[config.mk]
export PLATFORM = sky130hd
export DESIGN_NAME = serial_adder_ctrl
export DESIGN_NICKNAME = d
export VERILOG_FILES = /design/src/rtl/serial_adder_ctrl.sv
export SDC_FILE = /design/constraint.sdc
export NUM_CORES = 1
export LEC_CHECK = 0
export CORE_MARGIN = 2
export CORE_UTILIZATION = 46
export CTS_CLUSTER_DIAMETER = 200
export DETAILED_ROUTE_END_ITERATION = 8
export PLACE_DENSITY = 0.74
export SLEW_MARGIN = 40
export SYNTH_ARGS = -nofsm -noshare
export SYNTH_HDL_FRONTEND = slang
export SYNTH_HIERARCHICAL = 1
export SYNTH_SLANG_ARGS = --single-unit
export TNS_END_PERCENT = 50
[constraint.sdc]
create_clock -name clk -period 1.31 [get_ports clk]
set_input_delay 0.262 -clock clk [delete_from_list [all_inputs] [get_ports clk]]
set_output_delay 0.262 -clock clk [all_outputs]
set_load 0.05 [all_outputs]
[src/rtl/serial_adder_ctrl.sv]
// ---------------------------------------------------------------------------
// fulladder
//   Single-bit full adder. It is the only arithmetic element in the serial
//   adder below, which reuses it once per clock.
//
//   Ports
//     A     in   1   addend bit
//     B     in   1   addend bit
//     Cin   in   1   carry in
//     Cout  out  1   carry out
//     Sum   out  1   sum bit
// ---------------------------------------------------------------------------
module fulladder (
   input  logic A,
   input  logic B,
   input  logic Cin,
   output logic Cout,
   output logic Sum
);

   logic half;

   assign half = A ^ B;
   assign Sum  = half ^ Cin;
   assign Cout = (A & B) | (Cin & half);

endmodule

// ---------------------------------------------------------------------------
// serial_adder_ctrl
//   Bit-serial adder sequencer. On an accepted start it captures A, B and Cin,
//   then feeds one bit pair per clock (LSB first) through a single fulladder,
//   shifting result bits into a shift register. After WIDTH cycles the full
//   sum and final carry are published on Sum/Cout together with a one-cycle
//   done pulse. Sum/Cout only ever change on that done cycle.
//
//   Parameters
//     WIDTH  operand/result width in bits, 1..32
//
//   Ports
//     clk    in   1      rising-edge clock
//     rst_n  in   1      synchronous active-low reset
//     start  in   1      request, sampled only while busy=0
//     A      in   WIDTH  operand A, captured on an accepted start
//     B      in   WIDTH  operand B, captured on an accepted start
//     Cin    in   1      carry-in, captured on an accepted start
//     busy   out  1      high while an add is in progress
//     done   out  1      one-cycle pulse, Sum/Cout valid from this cycle
//     Sum    out  WIDTH  registered result, held until next completion
//     Cout   out  1      registered final carry, held like Sum
// ---------------------------------------------------------------------------
module serial_adder_ctrl #(
   parameter int unsigned WIDTH = 8
) (
   input  logic             clk,
   input  logic             rst_n,
   input  logic             start,
   input  logic [WIDTH-1:0] A,
   input  logic [WIDTH-1:0] B,
   input  logic             Cin,
   output logic             busy,
   output logic             done,
   output logic [WIDTH-1:0] Sum,
   output logic             Cout
);

   // Counter is at least one bit wide so WIDTH=1 still has a legal vector.
   localparam int unsigned CW = (WIDTH > 1) ? $clog2(WIDTH) : 1;
   localparam logic [CW-1:0] LAST = CW'(WIDTH - 1);

   if (WIDTH < 1 || WIDTH > 32) begin : g_width_check
      $error("serial_adder_ctrl: WIDTH must be in 1..32");
   end

   typedef enum logic [0:0] {
      IDLE = 1'b0,
      RUN  = 1'b1
   } state_t;

   state_t            state_q, state_d;
   logic [WIDTH-1:0]  sha_q, sha_d;
   logic [WIDTH-1:0]  shb_q, shb_d;
   logic [WIDTH-1:0]  shr_q, shr_d;
   logic              carry_q, carry_d;
   logic [CW-1:0]     cnt_q, cnt_d;
   logic [WIDTH-1:0]  sum_q, sum_d;
   logic              cout_q, cout_d;
   logic              busy_q, busy_d;
   logic              done_q, done_d;

   logic              fa_sum;
   logic              fa_cout;
   logic [WIDTH-1:0]  shr_next;

   // The one and only adder; every result bit passes through it.
   fulladder u_fa (
      .A    (sha_q[0]),
      .B    (shb_q[0]),
      .Cin  (carry_q),
      .Cout (fa_cout),
      .Sum  (fa_sum)
   );

   // New sum bit enters at the MSB so that after WIDTH shifts bit 0 of the
   // operands has travelled down to bit 0 of the result.
   if (WIDTH == 1) begin : g_shr_w1
      assign shr_next = fa_sum;
   end else begin : g_shr_wn
      assign shr_next = {fa_sum, shr_q[WIDTH-1:1]};
   end

   always_comb begin
      state_d = state_q;
      sha_d   = sha_q;
      shb_d   = shb_q;
      shr_d   = shr_q;
      carry_d = carry_q;
      cnt_d   = cnt_q;
      sum_d   = sum_q;
      cout_d  = cout_q;
      busy_d  = busy_q;
      done_d  = 1'b0;

      unique case (state_q)
         IDLE: begin
            if (start) begin
               sha_d   = A;
               shb_d   = B;
               carry_d = Cin;
               cnt_d   = '0;
               shr_d   = '0;
               busy_d  = 1'b1;
               state_d = RUN;
            end
         end

         RUN: begin
            shr_d   = shr_next;
            sha_d   = sha_q >> 1;
            shb_d   = shb_q >> 1;
            carry_d = fa_cout;
            cnt_d   = cnt_q + CW'(1);
            if (cnt_q == LAST) begin
               sum_d   = shr_next;
               cout_d  = fa_cout;
               done_d  = 1'b1;
               busy_d  = 1'b0;
               // Park the counter instead of letting it wrap at 2**CW.
               cnt_d   = '0;
               state_d = IDLE;
            end
         end

         default: begin
            state_d = IDLE;
            busy_d  = 1'b0;
         end
      endcase
   end

   always_ff @(posedge clk) begin
      if (!rst_n) begin
         state_q <= IDLE;
         sha_q   <= '0;
         shb_q   <= '0;
         shr_q   <= '0;
         carry_q <= 1'b0;
         cnt_q   <= '0;
         sum_q   <= '0;
         cout_q  <= 1'b0;
         busy_q  <= 1'b0;
         done_q  <= 1'b0;
      end else begin
         state_q <= state_d;
         sha_q   <= sha_d;
         shb_q   <= shb_d;
         shr_q   <= shr_d;
         carry_q <= carry_d;
         cnt_q   <= cnt_d;
         sum_q   <= sum_d;
         cout_q  <= cout_d;
         busy_q  <= busy_d;
         done_q  <= done_d;
      end
   end

   assign busy = busy_q;
   assign done = done_q;
   assign Sum  = sum_q;
   assign Cout = cout_q;

endmodule

==> impl_metrics.csv, run 1 <==
group,metric,value,unit
timing,fin_ws,0.0444,ns
yosys,synthArstFlopShare,0,
setup_path,cp-end-kind,"register",
yosys,synth_top_family_by_area,"compound AO/OA/AOI/OAI gates",
yosys,ys.flop_type,"dfxtp_1",
timing,fmax,790,MHz
setup_path,r2r_end,"cnt_q[0]$_SDFFE_PN0P_",
die,dieArea,4320,sq um
cells_and_area,final_cells,253,
cells_and_area,syn_to_final_growth,37.8,%
clock_tree,cts_max_path_buffers,2,
drt,antenna_left,0,
cells_and_area,insertedDiodeCount,0,
global_route,grt_pass1_vias,1243,
power,intPower,1.91,mW
drt,drc,0,
global_route,track_usage,0.170,
clock_tree,cts_root_buf,"clkbuf_8",
yosys,synth_xor_xnor_area_share,0,
drt,vias_per_cell,5.26,
power,p_leak,0.909,nW
clock_tree,cts_tree,"done",
drt,wl_met2,1590,um
setup_path,arrival,1.49,ns
timing,min_period,1.27,ns
drt,met3WireLength,162,um
cells_and_area,final_area,2410,sq um
hold_path,hold_class,"reg2reg",
yosys,yosysMostFrequentCell,"dfxtp_1",
yosys,syn-num-nets,197,
timing,period_share,0.966,
die,io_pins,31,
cells_and_area,drive_gt1_frac,0.263,
yosys,synth-compound-area-share,0.204,
cells_and_area,nets,228,
yosys,post-synth-top-area-cell,"dfxtp_1",
setup_path,start_kind,"register",
yosys,yosysSeqAreaShare,0.446,
placement,dp_hpwl,2290,um
timing,finalSetupViolations,0,
global_route,overflow,0,
placement,io_buffers,30,
yosys,synth_top_area_frac,0.446,
yosys,ys_ff_latch,39,
die,die_w,65.7,um
die,core,3660,sq um
yosys,synth-adder-area-share,0.0329,
clock_tree,h-tree-depth,2,
placement,placed_cells,244,
drt,firstDrtPassIters,4,
clock_tree,cts_sinks,39,
drt,wl_per_cell,13.2,um
yosys,synthTopCellsByCount,"dfxtp_1, a21oi_1, mux2i_1",
cells_and_area,fin_util,0.659,
timing,rsz0062_at_grt,"yes",
global_route,grt_first_pass_wirelength,5530,um
setup_path,path_max_fanout,3,
yosys,synth_warnings,6,
clock_tree,cts_hold_repair.buffers,0,
yosys,synth_area_per_cell,10.1,sq um
yosys,synth_cell_types,24,
flow_run,cap_violations,0,
die,row_count,22,
clock_tree,cts_buffers,5,
drt,totalWireLength,3340,um
timing,tightestPinTransition,0.253,ns
die,start_util,0.478,
setup_path,worstPathRequired,1.53,ns
yosys,yosys.area_share.simple,0.169,
power,p_per_area,1030,nW/um^2
global_route,antenna_found_initial,0,
timing,max_slew_margin,0.832,
power,ir_drop,674,uV
placement,routabilityCongestion,0.695,
power,pwr-share-seq,0.511,
yosys,muxShareOfSynthArea,0.0971,
power,pwr-share-clk,0.349,
yosys,syn_area,1750,sq um
timing,fin_worst_skew,0.00350,ns
setup_path,setup.worst_path.start,"cnt_q[0]$_SDFFE_PN0P_",
power,netSwitchingPower,0.585,mW
clock_tree,path_clk_slew,0.07,ns
yosys,synth_edf_count,0,
placement,pre_cts_slack,-0.176,ns
die,die_y,65.7,um
yosys,ys_top_cells_by_area,"dfxtp_1, mux2i_1, a21oi_1",
power,swShare,0.234,
setup_path,ff2ff_path_depth,4,
drt,drt_iter0_drc,56,
yosys,syn-instance-count,173,
setup_path,crit_end,"cnt_q[0]$_SDFFE_PN0P_",
drt,routed-via-count,1330,
setup_path,path_class,"reg2reg",
setup_path,r2r-start,"cnt_q[0]$_SDFFE_PN0P_",
placement,place_area,2260,sq um
status,status,"finished, final reports clean",
timing,slew_violations,0,
cells_and_area,fillers,304,
timing,finalHoldViolations,0,
clock_tree,clock_latency,0.29,ns
power,combPwrFrac,0.140,
drt,met1_length,1540,um
drt,highest_layer,"met4",
setup_path,ff2ff_setup_slack,0.04,ns
global_route,grt_start_max_net_pins,36,
[timing repair]
action,4_1_cts,5_1_grt
endpoints found under the setup margin,10,20
endpoints found under the hold margin,0,0
buffers inserted,0,1
gates resized for setup,2,8
[metrics by stage]
step | hold slack [ns] | total power, mW | setup TNS, ns
detailed placement | 0.455 | 1.64 | -3.95
CTS | 0.468 | 2.51 | 0
global route | 0.497 | 2.62 | -0.00782
finish | 0.471 | 2.49 | 0
floorplan | 0.400 | 1.50 | 0
global placement | 0.455 | 1.62 | -3.02
[power groups by stage]
| stage | Combinational [mW] | Clock (mW) | Sequential (mW) |
|---|---|---|---|
| final | 0.348 | 0.870 | 1.28 |
| after global routing | 0.377 | 0.965 | 1.28 |
| after CTS | 0.336 | 0.894 | 1.28 |
| after detailed placement | 0.334 | 0 | 1.30 |
| after global placement | 0.323 | 0 | 1.30 |
| after floorplan | 0.199 | 0 | 1.30 |
[registers in the layout, indices dropped and copies added (netlist names)]
name and count:
busy 1, shb_q 8, Cout 1, Sum 8
sha_q 8, done 1, state_q 1, cnt_q 3
shr_q 7, carry_q 1
[routing by layer]
metal,vias to the layer above,GRT usage
li1,668,-
met1,626,0.205
met2,29,0.275
met3,7,0.0531
met4,0,0.0781
met5,-,0
[worst min-delay path by stage]
| stage | startpoint | to | slack (ns) | cells past startpoint |
|---|---|---|---|---|
| 6_report | shr_q[2]$_SDFFE_PN0P_ | shr_q[1]$_SDFFE_PN0P_ | 0.47 | 2 |
| 5_1_grt | shr_q[4]$_SDFFE_PN0P_ | shr_q[3]$_SDFFE_PN0P_ | 0.50 | 2 |
| 4_1_cts | shr_q[2]$_SDFFE_PN0P_ | shr_q[1]$_SDFFE_PN0P_ | 0.47 | 2 |
| 3_5_place_dp | shr_q[2]$_SDFFE_PN0P_ | shr_q[1]$_SDFFE_PN0P_ | 0.46 | 2 |
| 3_3_place_gp | shr_q[5]$_SDFFE_PN0P_ | shr_q[4]$_SDFFE_PN0P_ | 0.45 | 2 |
| 2_1_floorplan | rst_n | state_q$_SDFF_PN0_ | 0.40 | 2 |
[worst max-delay path: stages (launching register included)]
cell and delay (ns):
dfxtp_2 0.33, ha_2 0.19, ha_2 0.18, or3b_1 0.36, a21oi_2 0.14
[cells by family (layout without fill, tap and decap cells)]
kind of cell / after synthesis / after routing
and+or+nand+nor: 49 / 49
muxes: 17 / 17
DFF: 39 / 39
AOI/OAI and AO/OA: 47 / 47
adders and majority gates: 4 / 4
buffers and inverters: 17 / 49
[area by class of cell]
class,count,area (sq um),area share
Multi-Input combinational cell,117,907,0.376
Sequential cell,39,782,0.324
Timing Repair Buffer,39,553,0.229
Clock buffer,8,100,0.0415
Tap cell,48,60.1,0.0249
Inverter,2,11.3,0.00467
[cell usage in the layout (no fill, tap or decap), drive strengths merged, types with 9 or more instances in the layout]
cell type | netlist | routed
a211oi | 15 | 15
a21bo | 10 | 10
a21oi | 21 | 21
buf | 12 | 20
clkdlybuf4s50 | 0 | 19
dfxtp | 39 | 39
mux2i | 17 | 17
nand2 | 9 | 9
nand3 | 9 | 9
nor2b | 15 | 15
or3b | 11 | 11
(Power assumes the default switching activity.)
==> inputs of run 2 (changes only) <==
- CORE_UTILIZATION: 46 -> 55
- PLACE_DENSITY: 0.74 -> 0.83
- clock period: 1.31 -> 1.6 ns (I/O delays scaled with it)
==> run 2 against run 1 <==
Cell area decreased by 12%. Clock power fell by 49%. Largest cell class unchanged. Die area down 15%. Critical path type unchanged. Via count shrank 2.2%.
==> impl_metrics.csv, run 2 (synthesized netlist as in run 1, its figures left out) <==
group,metric,value,unit
hold_path,hold_class,"reg2reg",
power,p_leak,0.829,nW
timing,slew_violations,0,
timing,fin_worst_skew,0.00261,ns
placement,routabilityCongestion,0.732,
placement,dp_hpwl,2140,um
global_route,grt_first_pass_wirelength,5220,um
global_route,overflow,0,
clock_tree,cts_resized,0,
placement,io_buffers,30,
global_route,track_usage,0.190,
setup_path,worstPathRequired,1.83,ns
cells_and_area,fin_util,0.693,
global_route,antenna_found_initial,0,
timing,finalHoldViolations,0,
drt,totalWireLength,3170,um
placement,pre_cts_slack,-0.0261,ns
cells_and_area,mostFrequentLayoutCells,"dfxtp_1, a21oi_1, clkdlybuf4s50_1",
timing,max_slew_margin,0.598,
clock_tree,cts_buffers,5,
global_route,grt_start_max_net_pins,39,
power,ir_drop,558,uV
flow_run,cap_violations,0,
setup_path,path_class,"reg2reg",
cells_and_area,nets,224,
cells_and_area,insertedDiodeCount,0,
setup_path,arrival,1.55,ns
die,start_util,0.574,
setup_path,path_max_fanout,19,
timing,fin_ws,0.277,ns
die,row_count,20,
die,io_pins,31,
cells_and_area,drive_gt1_frac,0.196,
drt,vias_per_cell,5.35,
drt,antenna_left,0,
clock_tree,cts_tree,"done",
clock_tree,cts_sinks,39,
drt,wl_per_cell,13.1,um
clock_tree,path_clk_slew,0.10,ns
setup_path,start_kind,"register",
timing,min_period,1.32,ns
die,die_y,60.4,um
timing,rsz0062_at_grt,"no",
drt,routed-via-count,1301,
clock_tree,h-tree-depth,2,
global_route,grt_pass1_vias,1236,
drt,drt_iter0_drc,37,
drt,firstDrtPassIters,4,
drt,drc,0,
die,die_w,60.4,um
setup_path,cp-end-kind,"register",
timing,whs,0.474,ns
cells_and_area,fillers,256,
die,core,3050,sq um
timing,period_share,0.827,
clock_tree,clock_latency,0.33,ns
clock_tree,cts_hold_repair.buffers,0,
die,dieArea,3650,sq um
timing,tightestPinTransition,0.603,ns
status,status,"finished, final reports clean",
clock_tree,cts_max_path_buffers,2,
timing,fmax,756,MHz
cells_and_area,layout_commonest_cell,"dfxtp_1",
clock_tree,post_cts_buffers,0,
cells_and_area,syn_to_final_growth,20.8,%
clock_tree,cts_root_buf,"clkbuf_4",
timing,finalSetupViolations,0,
power,p_per_area,823,nW/um^2
## run 2: cell count changes in the layout (fill, tap and decap cells not counted), moves of 2 or more
cell	delta
buf_4	+10
clkbuf_4	+5
a21oi_2	-5
a21oi_1	+5
buf_12	-14
clkbuf_8	-7
ha_1	+2
ha_2	-2
## run 2: per-layer routing
metal | global-route usage | wire, um
met4 | 0.0839 | 47
met3 | 0.0448 | 104
met2 | 0.329 | 1570
met5 | 0 | 0
met1 | 0.226 | 1460
## run 2: final timing paths
path / from / to / slack, ns / depth (start not counted)
setup / recovery: cnt_q[0]$_SDFFE_PN0P_ / Sum[7]$_SDFFE_PN0P_ / 0.28 / 4
hold / removal: shr_q[1]$_SDFFE_PN0P_ / Sum[0]$_SDFFE_PN0P_ / 0.47 / 2
setup reg to reg: cnt_q[0]$_SDFFE_PN0P_ / Sum[7]$_SDFFE_PN0P_ / 0.28 / 4
hold reg to reg: shr_q[1]$_SDFFE_PN0P_ / Sum[0]$_SDFFE_PN0P_ / 0.47 / 2
## run 2: worst max-delay path, cell delays in order, from the launching register on
cell     delay, ns
dfxtp_1       0.36
ha_1          0.19
ha_2          0.41
a21bo_2       0.19
a21oi_1       0.06
## run 2: report_power, final
group	total (mW)	switching, mW	internal, mW
clock	0.443	0.286	0.157
combinational	0.255	0.121	0.134
sequential	1.04	0.0281	1.02
total	1.74	0.435	1.31
## run 2: area by class of cell
class | count | area [sq um] | share of cell area
Inverter | 2 | 7.51 | 0.00355
Timing Repair Buffer | 35 | 348 | 0.164
Tap cell | 44 | 55.1 | 0.0260
Multi-Input combinational cell | 117 | 883 | 0.418
Clock buffer | 6 | 41.3 | 0.0195
Sequential cell | 39 | 781 | 0.369
## run 2: per-stage QoR
step                      std cells  instance area (sq um)  power [mW]  setup TNS [ns]
final                           243                   2120        1.74               0
after CTS                       243                   2110        1.76               0
after floorplan                 173                   1750        1.23               0
after global placement          237                   2070        1.31               0
after detailed placement        237                   2070        1.32         -0.0663
after global routing            243                   2120        1.84               0
==> inputs of run 3 (changes only) <==
- CORE_UTILIZATION: 55 -> 46
- PLACE_DENSITY: 0.83 -> 0.74
- clock period: 1.6 -> 1.16 ns (I/O delays scaled with it)
==> run 3 against run 2 <==
The run now ends with setup timing left. Setup slack worse by 0.37 ns. Final cell count grew 6.6%. Core utilization rose by 0.62 points. Non-clock buffer count increased by 10.
==> impl_metrics.csv, run 3 (synthesized netlist as in run 1, its figures left out) <==
group,metric,value,unit
global_route,grt_first_pass_wirelength,6130,um
cells_and_area,mostFrequentLayoutCells,"dfxtp_1, clkdlybuf4s50_1, mux2i_1, buf_12, nor2b_1",
drt,antenna_left,0,
clock_tree,cts_tree,"done",
placement,placed_cells,248,
drt,firstDrtPassIters,4,
die,dieArea,4320,sq um
drt,drc,0,
timing,fmax,796,MHz
clock_tree,path_clk_slew,0.08,ns
cells_and_area,layout_commonest_cell,"dfxtp_1",
setup_path,ff2ff_setup_slack,-0.1,ns
placement,io_buffers,30,
clock_tree,cts_root_buf,"clkbuf_8",
cells_and_area,fin_util,0.699,
timing,max_slew_margin,0.756,
timing,rsz0062_at_grt,"yes",
clock_tree,h-tree-depth,2,
status,failed_checks,"setup timing",
setup_path,crit_end,"Sum[0]$_SDFFE_PN0P_",
clock_tree,cts_max_path_buffers,2,
cells_and_area,final_cells,259,
drt,routed-via-count,1375,
cells_and_area,syn_to_final_growth,46.1,%
die,start_util,0.478,
setup_path,r2r-start,"cnt_q[1]$_SDFFE_PN0P_",
clock_tree,cts_buffers,5,
timing,fin_ws,-0.0965,ns
setup_path,cp-end-kind,"register",
setup_path,cp_cell_sequence,"ha_4, ha_4, buf_12, a21bo_2, a21oi_2",
die,io_pins,31,
global_route,grt_pass1_vias,1323,
drt,wl_per_cell,14.7,um
timing,finalSetupTns,-0.802,ns
setup_path,r2r_end,"Sum[0]$_SDFFE_PN0P_",
die,row_count,22,
setup_path,cpMostUsedCell,"ha_4",
global_route,antenna_found_initial,0,
power,power.total,2.72,mW
setup_path,worstPathRequired,1.39,ns
cells_and_area,fillers,271,
drt,totalWireLength,3810,um
placement,place_area,2290,sq um
setup_path,ff2ff_path_depth,5,
timing,slew_violations,0,
setup_path,cpMaxStageDelayCell,"dfxtp_4",
global_route,overflow,0,
timing,finalHoldViolations,0,
timing,finalSetupViolations,12,
global_route,track_usage,0.191,
setup_path,path_class,"reg2reg",
cells_and_area,final_area,2560,sq um
clock_tree,clock_latency,0.29,ns
setup_path,setup.worst_path.start,"cnt_q[1]$_SDFFE_PN0P_",
die,die_w,65.7,um
cells_and_area,nets,234,
timing,min_period,1.26,ns
die,die_y,65.7,um
placement,routabilityCongestion,0.689,
clock_tree,cts_sinks,39,
setup_path,max_stage_delay,0.36,ns
drt,vias_per_cell,5.31,
timing,fin_worst_skew,0.0101,ns
flow_run,cap_violations,0,
cells_and_area,insertedDiodeCount,0,
drt,drt_iter0_drc,52,
power,p_leak,0.942,nW
timing,period_share,1.08,
setup_path,arrival,1.49,ns
setup_path,path_max_fanout,10,
global_route,grt_start_max_net_pins,36,
hold_path,hold_class,"reg2reg",
timing,tightestPinTransition,0.363,ns
status,status,"complete, but fails checks",
power,ir_drop,672,uV
setup_path,start_kind,"register",
placement,dp_hpwl,2500,um
clock_tree,cts_hold_repair.buffers,0,
power,p_per_area,1060,nW/um^2
die,core,3660,sq um
cells_and_area,drive_gt1_frac,0.355,
[run 3: cell type report]
class	count	area, sq um	share of cell area
tap	48	60.1	0.0235
timing repair buffer	45	617	0.241
sequential	39	787	0.307
clock inverter	1	5.00	0.00196
clock buffer	7	76.3	0.0298
inverter	2	11.3	0.00440
multi-input combinational	117	1000	0.392
[run 3: metal layers]
| metal | routed length, um | GRT usage | up-vias |
|---|---|---|---|
| li1 | - | - | 693 |
| met1 | 1560 | 0.213 | 650 |
| met2 | 2070 | 0.331 | 27 |
| met3 | 126 | 0.0582 | 5 |
| met4 | 51 | 0.0885 | 0 |
| met5 | 0 | 0 | - |
[run 3: power by group]
group          total, mW  switching, mW  leakage, nW  internal, mW
clock              0.869          0.447       0.0422         0.422
sequential          1.44         0.0418        0.320          1.40
combinational      0.414          0.192        0.579         0.222
total               2.72          0.681        0.942          2.04
[run 3: repair_timing]
item	in CTS	in global routing
hold endpoints to repair	0	0
cloned	1	0
resized for setup	8	22
setup endpoints to repair	15	27
setup buffers	0	2
pin swaps	5	9
[run 3: worst min path at each step]
| stage | from | end | slack (ns) | cells after the start |
|---|---|---|---|---|
| 6_report | shr_q[7]$_SDFFE_PN0P_ | shr_q[6]$_SDFFE_PN0P_ | 0.48 | 2 |
| 5_1_grt | shr_q[4]$_SDFFE_PN0P_ | shr_q[3]$_SDFFE_PN0P_ | 0.50 | 2 |
| 4_1_cts | shr_q[4]$_SDFFE_PN0P_ | shr_q[3]$_SDFFE_PN0P_ | 0.47 | 2 |
| 3_5_place_dp | shr_q[4]$_SDFFE_PN0P_ | shr_q[3]$_SDFFE_PN0P_ | 0.46 | 2 |
| 3_3_place_gp | shr_q[2]$_SDFFE_PN0P_ | shr_q[1]$_SDFFE_PN0P_ | 0.45 | 2 |
| 2_1_floorplan | rst_n | state_q$_SDFF_PN0_ | 0.37 | 2 |
[run 3: metrics by stage]
stage / setup slack (ns) / hold slack, ns
2_1_floorplan: -0.00272 / 0.370
5_1_grt: -0.124 / 0.498
6_report: -0.0965 / 0.476
3_5_place_dp: -0.349 / 0.458
3_3_place_gp: -0.255 / 0.452
4_1_cts: -0.0742 / 0.470
[run 3: worst max-delay path: cells and delay by family, from the launching register on]
family,cells,cell delay (ns)
AOI/OAI and AO/OA,2,0.35
adders and majority gates,2,0.34
buffers and inverters,1,0.13
DFF,1,0.36
